### src/rtl/spi_master_ctrl_pkg.sv
// Shared definitions for the SPI master sequencer: FSM state encoding,
// SPI mode constants ({CPOL,CPHA}) and the sample-edge helper.
package spi_master_ctrl_pkg;

   typedef enum logic [2:0] {
      IDLE  = 3'd0,
      LOAD  = 3'd1,
      SETUP = 3'd2,
      XFER  = 3'd3,
      HOLD  = 3'd4,
      DONE  = 3'd5
   } state_t;

   localparam logic [1:0] MODE0 = 2'b00;
   localparam logic [1:0] MODE1 = 2'b01;
   localparam logic [1:0] MODE2 = 2'b10;
   localparam logic [1:0] MODE3 = 2'b11;

   // Modes with CPHA=0 capture data on the leading SCLK edge.
   function automatic logic sample_on_leading(input logic [1:0] mode);
      logic result;
      result = 1'b0;
      case (mode)
         MODE0, MODE2: result = 1'b1;
         MODE1, MODE3: result = 1'b0;
         default:      result = 1'b0;
      endcase
      return result;
   endfunction

endpackage

### src/rtl/spi_clk_div.sv
// SCLK half-period divider: emits a one-cycle tick every div+1 clocks,
// restarting from zero whenever restart is held.
module spi_clk_div #(
   parameter int DivW = 8
) (
   input  logic            clk,
   input  logic            rst,
   input  logic            restart,
   input  logic [DivW-1:0] div,
   output logic            tick
);

   logic [DivW-1:0] cnt_reg;

   // Equality compare against div means div = all-ones never needs a wrap.
   assign tick = !restart && (cnt_reg == div);

   always_ff @(posedge clk or posedge rst) begin
      if (rst) begin
         cnt_reg <= '0;
      end else if (restart || tick) begin
         cnt_reg <= '0;
      end else begin
         cnt_reg <= cnt_reg + 1'b1;
      end
   end

endmodule

### src/rtl/spi_master_ctrl.sv
// SPI master sequencer: one half-duplex WordLen-bit word per Start, driving
// SCLK/CS_n and the shift-register strobes for SPI modes 0-3.
module spi_master_ctrl
   import spi_master_ctrl_pkg::*;
#(
   parameter int WordLen = 8,
   parameter int DivW    = 8
) (
   input  logic            clk,
   input  logic            rst,
   input  logic            Start,
   input  logic            RW,
   input  logic            CPOL,
   input  logic            CPHA,
   input  logic [DivW-1:0] ClkDiv,
   output logic            SCLK,
   output logic            CS_n,
   output logic            EnPISO,
   output logic            LoadPISO,
   output logic            ShiftEdge,
   output logic            WordFlg,
   output logic            TristateMode,
   output logic            Busy,
   output logic            Done
);

   localparam int BitW  = $clog2(WordLen + 1);
   localparam int EdgeW = $clog2(2 * WordLen + 1);
   localparam logic [EdgeW-1:0] LAST_EDGE = EdgeW'(2 * WordLen);
   localparam logic [EdgeW-1:0] FIRST_EDGE = EdgeW'(1);
   localparam logic [BitW-1:0]  FULL_BITS = BitW'(WordLen);

   state_t            state_reg;
   logic              rw_reg;
   logic              cpol_reg;
   logic              cpha_reg;
   logic [DivW-1:0]   div_reg;
   logic [EdgeW-1:0]  edge_reg;
   logic [BitW-1:0]   bit_reg;

   logic [EdgeW-1:0]  next_edge;
   logic              leading_edge;
   logic              sample_edge;
   logic              launch_skip;
   logic              div_restart;
   logic              div_tick;

   // Odd-numbered edges are leading edges.
   assign next_edge    = edge_reg + 1'b1;
   assign leading_edge = next_edge[0];
   assign sample_edge  = sample_on_leading({cpol_reg, cpha_reg}) ? leading_edge : ~leading_edge;

   // Write launches skip the edge before the first sample (bit 0 is preloaded)
   // and the final trailing edge in CPHA=0, leaving WordLen-1 shifts.
   assign launch_skip = (cpha_reg && (next_edge == FIRST_EDGE)) ||
                        (!cpha_reg && (next_edge == LAST_EDGE));

   assign div_restart = (state_reg == IDLE) || (state_reg == LOAD) || (state_reg == DONE);

   spi_clk_div #(
      .DivW (DivW)
   ) u_clk_div (
      .clk     (clk),
      .rst     (rst),
      .restart (div_restart),
      .div     (div_reg),
      .tick    (div_tick)
   );

   always_ff @(posedge clk or posedge rst) begin
      if (rst) begin
         state_reg    <= IDLE;
         rw_reg       <= 1'b0;
         cpol_reg     <= 1'b0;
         cpha_reg     <= 1'b0;
         div_reg      <= '0;
         edge_reg     <= '0;
         bit_reg      <= '0;
         SCLK         <= 1'b0;
         CS_n         <= 1'b1;
         EnPISO       <= 1'b0;
         LoadPISO     <= 1'b0;
         ShiftEdge    <= 1'b0;
         WordFlg      <= 1'b0;
         TristateMode <= 1'b0;
         Busy         <= 1'b0;
         Done         <= 1'b0;
      end else begin
         LoadPISO  <= 1'b0;
         ShiftEdge <= 1'b0;
         Done      <= 1'b0;
         if (bit_reg == FULL_BITS) begin
            WordFlg <= 1'b1;
         end

         case (state_reg)
            IDLE: begin
               SCLK <= cpol_reg;
               if (Start) begin
                  rw_reg       <= RW;
                  cpol_reg     <= CPOL;
                  cpha_reg     <= CPHA;
                  div_reg      <= ClkDiv;
                  SCLK         <= CPOL;
                  CS_n         <= 1'b0;
                  EnPISO       <= 1'b1;
                  TristateMode <= RW;
                  LoadPISO     <= RW;
                  Busy         <= 1'b1;
                  state_reg    <= LOAD;
               end
            end

            LOAD: begin
               state_reg <= SETUP;
            end

            SETUP: begin
               if (div_tick) begin
                  state_reg <= XFER;
               end
            end

            XFER: begin
               if (div_tick) begin
                  edge_reg  <= next_edge;
                  SCLK      <= ~SCLK;
                  ShiftEdge <= rw_reg ? (!sample_edge && !launch_skip) : sample_edge;
                  if (sample_edge) begin
                     bit_reg <= bit_reg + 1'b1;
                  end
                  if (next_edge == LAST_EDGE) begin
                     state_reg <= HOLD;
                  end
               end
            end

            HOLD: begin
               if (div_tick) begin
                  CS_n         <= 1'b1;
                  EnPISO       <= 1'b0;
                  TristateMode <= 1'b0;
                  Done         <= 1'b1;
                  Busy         <= 1'b0;
                  state_reg    <= DONE;
               end
            end

            DONE: begin
               SCLK      <= cpol_reg;
               WordFlg   <= 1'b0;
               edge_reg  <= '0;
               bit_reg   <= '0;
               state_reg <= IDLE;
            end

            default: begin
               state_reg <= IDLE;
            end
         endcase
      end
   end

endmodule

### config.mk
export PLATFORM = sky130hd
export DESIGN_NAME = spi_master_ctrl
export DESIGN_NICKNAME = d
export VERILOG_FILES = /design/src/rtl/spi_master_ctrl_pkg.sv /design/src/rtl/spi_clk_div.sv /design/src/rtl/spi_master_ctrl.sv
export SDC_FILE = /design/constraint.sdc
export NUM_CORES = 1
export LEC_CHECK = 0
export ABC_AREA = 1
export CAP_MARGIN = 20
export CORE_ASPECT_RATIO = 0.6
export CORE_MARGIN = 2
export CORE_UTILIZATION = 35
export DETAILED_ROUTE_END_ITERATION = 16
export PLACE_DENSITY = 0.65
export SLEW_MARGIN = 20
export SYNTH_ARGS = -nofsm -noshare
export SYNTH_HDL_FRONTEND = slang
export SYNTH_SLANG_ARGS = --single-unit
### constraint.sdc
create_clock -name clk -period 1.44 [get_ports clk]
set_clock_uncertainty 0.05 [all_clocks]
set_input_delay 0.288 -clock clk [delete_from_list [all_inputs] [get_ports clk]]
set_output_delay 0.288 -clock clk [all_outputs]
set_load 0.05 [all_outputs]
After elaboration in Yosys (flattened, before gate mapping)
Cells that the tools add are included.
{"block": "classes", "bitwise_logic": 2, "n_addsub": 3, "n_reduce_logical": 26, "eq_ne": 18, "muxes": 34}
{"operator": "2-to-1 mux 1 bit", "n": 17}
{"operator": "2-to-1 mux 3 bit", "n": 5}
{"operator": "case mux 3 bit (5 select lines)", "n": 1}
{"operator": "case mux 5 bit (2 select lines)", "n": 1}
{"operator": "adder 8 x 1 -> 8 bit (second input constant)", "n": 1}
{"operator": "equality test 8 bit", "n": 1}
{"operator": "2-to-1 mux 4 bit", "n": 2}
{"operator": "2-to-1 mux 8 bit", "n": 1}
{"operator": "case mux 1 bit (2 select lines)", "n": 4}
{"operator": "case mux 4 bit (2 select lines)", "n": 1}
{"operator": "equality test 3 x 2 -> 1 bit (second input constant)", "n": 2}
{"operator": "equality test 3 bit (second input constant)", "n": 2}
{"operator": "!= test 2 x 1 -> 1 bit (second input constant)", "n": 3}
{"operator": "!= test 2 bit (second input constant)", "n": 3}
{"operator": "AND reduction 2 bit", "n": 3}
{"operator": "AND reduction 3 bit", "n": 2}
{"operator": "nonzero test 2 bit", "n": 3}
{"operator": "adder 5 x 1 -> 5 bit (second input constant)", "n": 1}
{"operator": "equality test 5 x 1 -> 1 bit (second input constant)", "n": 1}
{"operator": "equality test 5 bit (second input constant)", "n": 1}
{"operator": "2-to-1 mux 5 bit", "n": 1}
{"operator": "AND reduction 5 bit", "n": 1}
{"operator": "adder 4 x 1 -> 4 bit (second input constant)", "n": 1}
{"operator": "equality test 2 bit (second input constant)", "n": 2}
{"operator": "12 further kinds", "n": 23}
{"block": "word_totals", "register_bits": 39, "out_inout_bits": 9}

Depth between registers and ports, before layout
Gate-level depths: netlist of the first run.
{"block": "logic_depth", "word_depth": 9, "depth_mapped": 11, "mapped_depth_nobuf": 11}

By module
Synthesis of the first run repeated with hierarchy kept, for this count alone.
{"block": "hier_totals", "hier_cells": 267, "area_unflattened_um2": 2132.0}
{"module": "spi_master_ctrl", "area_each_um2": 1612.8, "cells_per_inst": 194, "instances": 1}
{"module": "spi_clk_div", "area_each_um2": 519.2, "cells_per_inst": 73, "instances": 1}

Worst setup path after synthesis of the first run
Ideal clock, no wire load.
{"block": "synth_path", "path_kind": "register to register", "from": "register edge_reg[0]", "to": "register state_reg[1]", "required_time_ps": 1273, "path_stages_with_launch": 11, "n_path_buf": 0, "arrival_time_ps": 1377, "slack_ps": -104, "cell_sequence": "dfrtp_1 > ha_1 > nand2_1 > inv_1 > nand2_1 > xnor2_1 > nand3_1 > nand2_1 > nand3_1 > nand2_1 > nand2_1"}
{"block": "synth_via", "elab_chain_cells": 4}
{"item": "start, declared", "line_no": "spi_master_ctrl.sv:38", "source": "logic [EdgeW-1:0] edge_reg;"}
{"item": "start signal, assigned", "line_no": "spi_master_ctrl.sv:126", "source": "edge_reg <= next_edge;"}
{"item": "adder 5 x 1 -> 5 bit", "line_no": "spi_master_ctrl.sv:49", "source": "assign next_edge = edge_reg + 1'b1;"}
{"item": "equality test 5 bit", "line_no": "spi_master_ctrl.sv:132", "source": "if (next_edge == LAST_EDGE) begin"}
{"item": "!= test 2 bit (no source line)"}
{"item": "AND reduction 5 bit (no source line)"}
{"item": "end signal, assigned", "line_no": "spi_master_ctrl.sv:133", "source": "state_reg <= HOLD;"}
{"item": "end signal, assigned", "line_no": "spi_master_ctrl.sv:145", "source": "state_reg <= DONE;"}
{"item": "end signal, assigned", "line_no": "spi_master_ctrl.sv:154", "source": "state_reg <= IDLE;"}
{"item": "end, declared", "line_no": "spi_master_ctrl.sv:33", "source": "state_t state_reg;"}
No other way between the ends.
A chain may end at the register's enable or synchronous reset.

Worst setup path after layout of the first run
{"block": "layout_path", "from": "register u_clk_div.cnt_reg[7]", "to": "register bit_reg[0]"}
{"block": "layout_via", "elab_chain_cells": 4}
{"item": "start, declared", "line_no": "spi_clk_div.sv:13", "source": "logic [DivW-1:0] cnt_reg;"}
{"item": "start signal, assigned", "line_no": "spi_clk_div.sv:24", "source": "cnt_reg <= cnt_reg + 1'b1;"}
{"item": "equality test 8 bit", "line_no": "spi_clk_div.sv:16", "source": "assign tick = !restart && (cnt_reg == div);"}
{"item": "logical AND 1 bit", "line_no": "spi_clk_div.sv:16"}
{"item": "!= test 2 x 1 -> 1 bit (no source line)"}
{"item": "AND reduction 3 bit (no source line)"}
{"item": "end signal, assigned", "line_no": "spi_master_ctrl.sv:130", "source": "bit_reg <= bit_reg + 1'b1;"}
{"item": "end, declared", "line_no": "spi_master_ctrl.sv:39", "source": "logic [BitW-1:0] bit_reg;"}
No other way between the ends.

==> flow_summary_export.csv, run 1 <==
group,metric,value,unit
outcome,status,"complete, but fails checks",
timing,setup_viol,23,
logic_synthesis,synth_cell_types,28,
clock_tree,clock_latency,0.29,ns
clock_tree,root_buffer,"clkbuf_8",
floorplan,dieArea,6310,um^2
floorplan,rows,21,
pwr,power_switching,2.14,mW
clock_tree,cts.sink_count,39,
pwr,finalPower,5.15,mW
cells_and_area,multi_input_area,1000,um^2
flow_run,cap_violations,0,
logic_synthesis,synth_common_cells,"nand2_1, dfrtp_1, inv_1",
route,dr_wl_met2,1.89,mm
cells_and_area,seqCellArea,980,um^2
clock_tree,cts_tree,"done",
timing,finalCritPeriodShare,1.10,
placed_design,place_inst,371,
outcome,violations,"setup timing",
logic_synthesis,synthTopCellsByArea,"dfrtp_1, nand2_1, inv_1",
route,top_layer_used,"met4",
min_path,hold_path.class,"in2async",
floorplan,die_h,62.3,um
clock_tree,clkTransAtPathRegs,0.08,ns
cells_and_area,nets,332,
route,drt_pass1_iterations,4,
clock_tree,htreeDepth,2,
pwr,seq_power_share,0.331,
logic_synthesis,yosys.area.top_type_share,0.479,
cells_and_area,antenna_cells,0,
route,dr_wl_met3,288,um
grt,antenna_found_initial,0,
worst_setup_path,critPathMaxStageDelay,0.40,ns
logic_synthesis,ys_warn_count,0,
pwr,p_comb_frac,0.510,
logic_synthesis,synth-seq-cells,39,
pwr,intPower,3.02,mW
timing,rsz0062_at_grt,"yes",
grt,overflow,0,
cells_and_area,drive_above_1_share,0.322,
timing,tightest_slew,0.313,ns
cells_and_area,finalNonFillerCells,383,
cells_and_area,nFillCells,524,
route,drt-initial-drc-count,87,
worst_setup_path,arrival,1.75,ns
floorplan,start_util,0.360,
pwr,clkPwrFrac,0.159,
placed_design,dpl-instance-area,2650,um^2
pwr,peakVddDrop,0.984,mV
pwr,p_leak,1.42,nW
worst_setup_path,crit_required,1.61,ns
route,vias,1758,
logic_synthesis,ys_async_sr_fraction,1.00,
clock_tree,cts_buffer_depth,2,
worst_setup_path,crit_chain,"xnor2_1, nand2_1, nor2_4, nand2_4, a21oi_4, nand3_1, o21ai_1",
floorplan,boundaryPins,23,
placed_design,place_ws,-0.246,ns
logic_synthesis,ys.flop_type,"dfrtp_1",
route,avgViaCountPerCell,4.59,
worst_setup_path,path_delay_family,"simple AND/OR/NAND/NOR gates",
logic_synthesis,ys_seq_area_frac,0.492,
grt,grt_usage,0.166,
logic_synthesis,postSynthAreaPerCell,8.00,um^2
pwr,switching_share,0.415,
timing,finalWorstSetupSlack,-0.141,ns
timing,max_clock_freq,633,MHz
route,wl_per_cell,12.5,um
timing,fin_hold_ws,0.161,ns
worst_setup_path,critPathLaunchType,"register",
grt,grt_pass1_vias,1671,
placed_design,routabilityCongestion,0.852,
route,drc,0,
worst_setup_path,slowest_stage,"dfrtp_1",
route,wl_met1,2.57,mm
placed_design,port_buffers,22,
worst_setup_path,cp_max_fo,8,
route,drt_wl_total,4.80,mm
logic_synthesis,synth_edf_count,0,
worst_setup_path,critPathKind,"reg2reg",
logic_synthesis,yosys.area.top_type,"dfrtp_1",
cells_and_area,postLayoutCellArea,2930,um^2
logic_synthesis,syn_nets,267,
logic_synthesis,synth_most_common_cell,"nand2_1",
floorplan,die_w,101,um
timing,slew_headroom,0.791,
pwr,power_density,1760,nW/um^2
grt,grt_max_degree,21,
worst_setup_path,endpoint_kind,"register",
worst_setup_path,critPathBufInv,0,
floorplan,coreArea,5520,um^2
clock_tree,numCtsBuffers,5,
route,drtAntennaViolNets,0,
placed_design,dp_hpwl,3.58,mm
logic_synthesis,synth_area,1980,um^2
cells_and_area,area_growth,47.9,%
timing,min_period,1.58,ns
timing,hold_violations,0,
timing,slew_viol_final,0,
logic_synthesis,synthCells,248,
grt,grt_pass1_wl,8.08,mm
-- cells by family (layout without fill, tap and decap cells) --
family          Yosys count  after routing  share of synthesized area
compound gates           30             30                     0.0876
flops                    39             39                      0.492
xor+xnor                 10             10                     0.0441
buf+inv                  38            104                     0.0750
fa+ha+maj                 5              5                     0.0315
simple gates            126            126                      0.269
-- layout by cell type, fill, tap and decap left out, types with 2 or more instances in the layout --
cell,instances
nand2_2,9
o21ai_1,3
nor2_4,4
xnor2_1,5
nand2_4,3
buf_6,2
buf_4,34
nand3_1,10
xor2_1,4
nand3_2,4
clkdlybuf4s50_1,13
nand4_1,5
buf_12,10
nand2_1,61
clkbuf_8,7
inv_1,28
a21oi_1,4
dfrtp_1,36
inv_2,6
a21oi_4,2
dfrtp_2,2
inv_4,2
nor2_1,18
o21ai_2,3
nor3_1,2
o21ai_0,14
nor2_2,5
ha_1,4
-- cell type report --
cell class	instances	share of cell area
sequential	39	0.334
multi-input combinational	171	0.342
timing repair buffer	60	0.212
tap	69	0.0294
clock buffer	8	0.0341
inverter	36	0.0478
-- per-stage QoR --
| step | utilization | setup TNS, ns |
|---|---|---|
| after floorplan | - | -0.327 |
| after global placement | 0.481 | -2.88 |
| after detailed placement | 0.481 | -3.97 |
| after CTS | 0.517 | -0.708 |
| after global routing | 0.532 | -4.26 |
| final | 0.532 | -1.47 |
-- path summary, 6_finish.rpt --
| path | startpoint | to | slack (ns) | cells past startpoint |
|---|---|---|---|---|
| worst max-delay path | u_clk_div.cnt_reg[7] | bit_reg[0] | -0.14 | 7 |
| worst min-delay path | rst | div_reg[7] | 0.16 | 2 |
| worst max register to register | u_clk_div.cnt_reg[7] | bit_reg[0] | -0.14 | 7 |
| worst min register to register | cpol_reg | cpol_reg | 0.45 | 2 |
| max in group asynchronous | rst | CS_n | 0.70 | 3 |
| min in group clk | cpol_reg | cpol_reg | 0.45 | 2 |
-- timing repair --
| item | CTS | global route |
|---|---|---|
| endpoints found under the setup margin | 35 | 36 |
| pin swaps | 15 | 11 |
| hold buffers | 0 | 0 |
| gates resized for setup | 29 | 18 |
| setup buffers | 2 | 2 |
-- per-layer routing --
layer | GRT usage | vias up
li1 | - | 918
met1 | 0.272 | 799
met2 | 0.209 | 35
met3 | 0.0394 | 6
met4 | 0.0507 | 0
met5 | 0 | -
-- power by group through the flow --
stage,clock network (mW),logic (mW),registers (mW)
after global routing,0.897,2.91,1.75
after detailed placement,0,2.29,1.71
after CTS,0.845,2.47,1.70
after floorplan,0,1.22,1.84
after global placement,0,2.24,1.70
final,0.820,2.63,1.71
No activity file was read; power rests on OpenSTA's default activity.
==> inputs of run 2 (changes only) <==
CORE_UTILIZATION = 50   (was 35)
PLACE_DENSITY = 0.84   (was 0.65)
SKIP_LAST_GASP = 1   (was unset)
==> run 2 against run 1 <==
The flow still finishes with violations (setup timing). Routed wire length rose by 28%. Final cell count down 6.3%. Critical path type unchanged. Total power grew 9.3%. Worst hold slack improved by 0.19 ns. Sequential share of layout area shrank 1.0 points. Die area decreased by 29%. Via count increased by 11%. Combinational power is 20% higher. Clock power down 11%. Worst setup slack got worse by 0.038 ns. Clock-buffer cell count unchanged.
==> flow_summary_export.csv, run 2 (same netlist as run 1, synthesis figures left out) <==
group,metric,value,unit
placed_design,port_buffers,22,
pwr,finalPower,5.63,mW
pwr,switching_share,0.446,
grt,grt_max_degree,40,
pwr,p_leak,1.47,nW
route,vias,1950,
clock_tree,clock_latency,0.31,ns
worst_setup_path,critPathBufInv,1,
worst_setup_path,critPathKind,"reg2reg",
clock_tree,clkTransAtPathRegs,0.07,ns
floorplan,die_w,85.3,um
floorplan,rows,17,
timing,finalCritPeriodShare,1.12,
timing,rsz0062_at_grt,"yes",
cells_and_area,finalNonFillerCells,359,
worst_setup_path,reg2regPathDepth,10,
route,avgViaCountPerCell,5.43,
outcome,violations,"setup timing",
worst_setup_path,crit_required,1.58,ns
cells_and_area,postLayoutCellArea,3030,um^2
cells_and_area,drive_above_1_share,0.381,
clock_tree,cts.sink_count,39,
clock_tree,postCtsHoldBufs,0,
clock_tree,cts_tree,"done",
pwr,seq_power_share,0.311,
floorplan,dieArea,4510,um^2
worst_setup_path,cp_common_cell,"nand2_1",
grt,overflow,0,
worst_setup_path,slowest_stage,"dfrtp_1",
pwr,peakVddDrop,1.13,mV
cells_and_area,antenna_cells,0,
timing,slew_headroom,0.819,
grt,antenna_found_initial,0,
timing,finalWorstSetupSlack,-0.179,ns
timing,setup_tns,-3.37,ns
cells_and_area,area_growth,52.5,%
pwr,power_density,1860,nW/um^2
timing,min_period,1.62,ns
clock_tree,htreeDepth,2,
grt,grt_pass1_wl,8.12,mm
grt,grt_pass1_vias,1774,
pwr,power_switching,2.51,mW
placed_design,dpl-instance-area,2540,um^2
route,drt-initial-drc-count,139,
grt,grt_usage,0.243,
flow_run,cap_violations,0,
worst_setup_path,arrival,1.76,ns
cells_and_area,mostFrequentLayoutCell,"nand2_1",
pwr,clkPwrFrac,0.129,
worst_setup_path,path_delay_family,"simple AND/OR/NAND/NOR gates",
worst_setup_path,endpoint_kind,"register",
worst_setup_path,cp_max_fo,6,
worst_setup_path,critPathMaxStageDelay,0.40,ns
worst_setup_path,crit_chain,"inv_1, nand2_1, nand2_1, nand2_1, nor2_4, nand2_4, a21oi_4, nand3_4, nand2_1, nand2_1",
floorplan,coreArea,3740,um^2
cells_and_area,finish.utilization,0.808,
route,drt_wl_total,6.13,mm
worst_setup_path,critPathLaunchType,"register",
cells_and_area,nets,330,
floorplan,start_util,0.530,
route,drc,0,
clock_tree,numCtsBuffers,5,
worst_setup_path,regToRegSetupSlack,-0.18,ns
timing,slew_viol_final,0,
pwr,p_comb_frac,0.561,
worst_setup_path,r2r-start,"div_reg[1]",
timing,tightest_slew,0.270,ns
placed_design,place_inst,338,
timing,max_clock_freq,618,MHz
cells_and_area,nFillCells,208,
min_path,hold_path.class,"in2async",
route,drtAntennaViolNets,0,
clock_tree,cts_buffer_depth,2,
route,wl_per_cell,17.1,um
floorplan,die_h,52.8,um
placed_design,routabilityCongestion,0.882,
outcome,status,"complete, but fails checks",
cells_and_area,layout_common_cells,"nand2_1, dfrtp_1, buf_4",
floorplan,boundaryPins,23,
timing,setup_viol,29,
pwr,intPower,3.12,mW
placed_design,dp_hpwl,3.35,mm
timing,hold_violations,0,
route,drt_pass1_iterations,4,
worst_setup_path,r2r-end,"state_reg[1]",
clock_tree,root_buffer,"clkbuf_8",
==> run 2: cell count changes in the layout (fill, tap and decap cells not counted), sizes merged <==
cell / delta
buf: -2
==> run 2: how the worst max path moves through the flow <==
| stage | startpoint | endpoint | cells after the start |
|---|---|---|---|
| 2_1_floorplan | edge_reg[0] | state_reg[1] | 10 |
| 3_3_place_gp | u_clk_div.cnt_reg[3] | state_reg[0] | 8 |
| 3_5_place_dp | u_clk_div.cnt_reg[0] | state_reg[0] | 8 |
| 4_1_cts | edge_reg[1] | state_reg[0] | 10 |
| 5_1_grt | div_reg[3] | state_reg[1] | 8 |
| 6_report | div_reg[1] | state_reg[1] | 10 |
==> run 2: what timing repair did <==
item                       in CTS  in global routing
gates resized for setup        16                 75
cloned                          0                  1
setup endpoints to repair      36                 36
pin swaps                      10                 24
hold endpoints to repair        0                  0
setup buffers                   2                 10
==> run 2: area by class of cell <==
cell class | instances | area, um^2 | share of cell area
Clock buffer | 8 | 80.1 | 0.0265
Inverter | 36 | 140 | 0.0463
Multi-Input combinational cell | 171 | 1130 | 0.375
Sequential cell | 39 | 980 | 0.324
Tap cell | 47 | 58.8 | 0.0194
Timing Repair Buffer | 58 | 632 | 0.209
==> run 2: tightest hold or removal path: cells and delay by family <==
family	cells	cell delay, ns
buffers and inverters	3	0.79
==> run 2: routing by layer <==
| metal | up-vias | track usage | routed length (um) |
|---|---|---|---|
| met1 | 894 | 0.316 | 2480 |
| met3 | 33 | 0.0535 | 491 |
| met2 | 112 | 0.385 | 2870 |
| met5 | - | 0 | 0 |
| li1 | 911 | - | - |
| met4 | 0 | 0.127 | 292 |
==> run 2: power groups by stage <==
| stage | Sequential (mW) | Combinational (mW) | Clock, mW |
|---|---|---|---|
| 2_1_floorplan | 1.84 | 1.22 | 0 |
| 3_3_place_gp | 1.69 | 2.12 | 0 |
| 3_5_place_dp | 1.71 | 2.19 | 0 |
| 4_1_cts | 1.69 | 2.30 | 0.736 |
| 5_1_grt | 1.78 | 3.40 | 0.767 |
| 6_report | 1.75 | 3.16 | 0.726 |
==> run 2: per-stage QoR <==
stage / hold WS (ns) / setup slack, ns
3_5_place_dp: 0.442 / -0.232
2_1_floorplan: 0.355 / -0.0660
3_3_place_gp: 0.426 / -0.169
4_1_cts: 0.291 / -0.153
6_report: 0.350 / -0.179
5_1_grt: 0.395 / -0.274
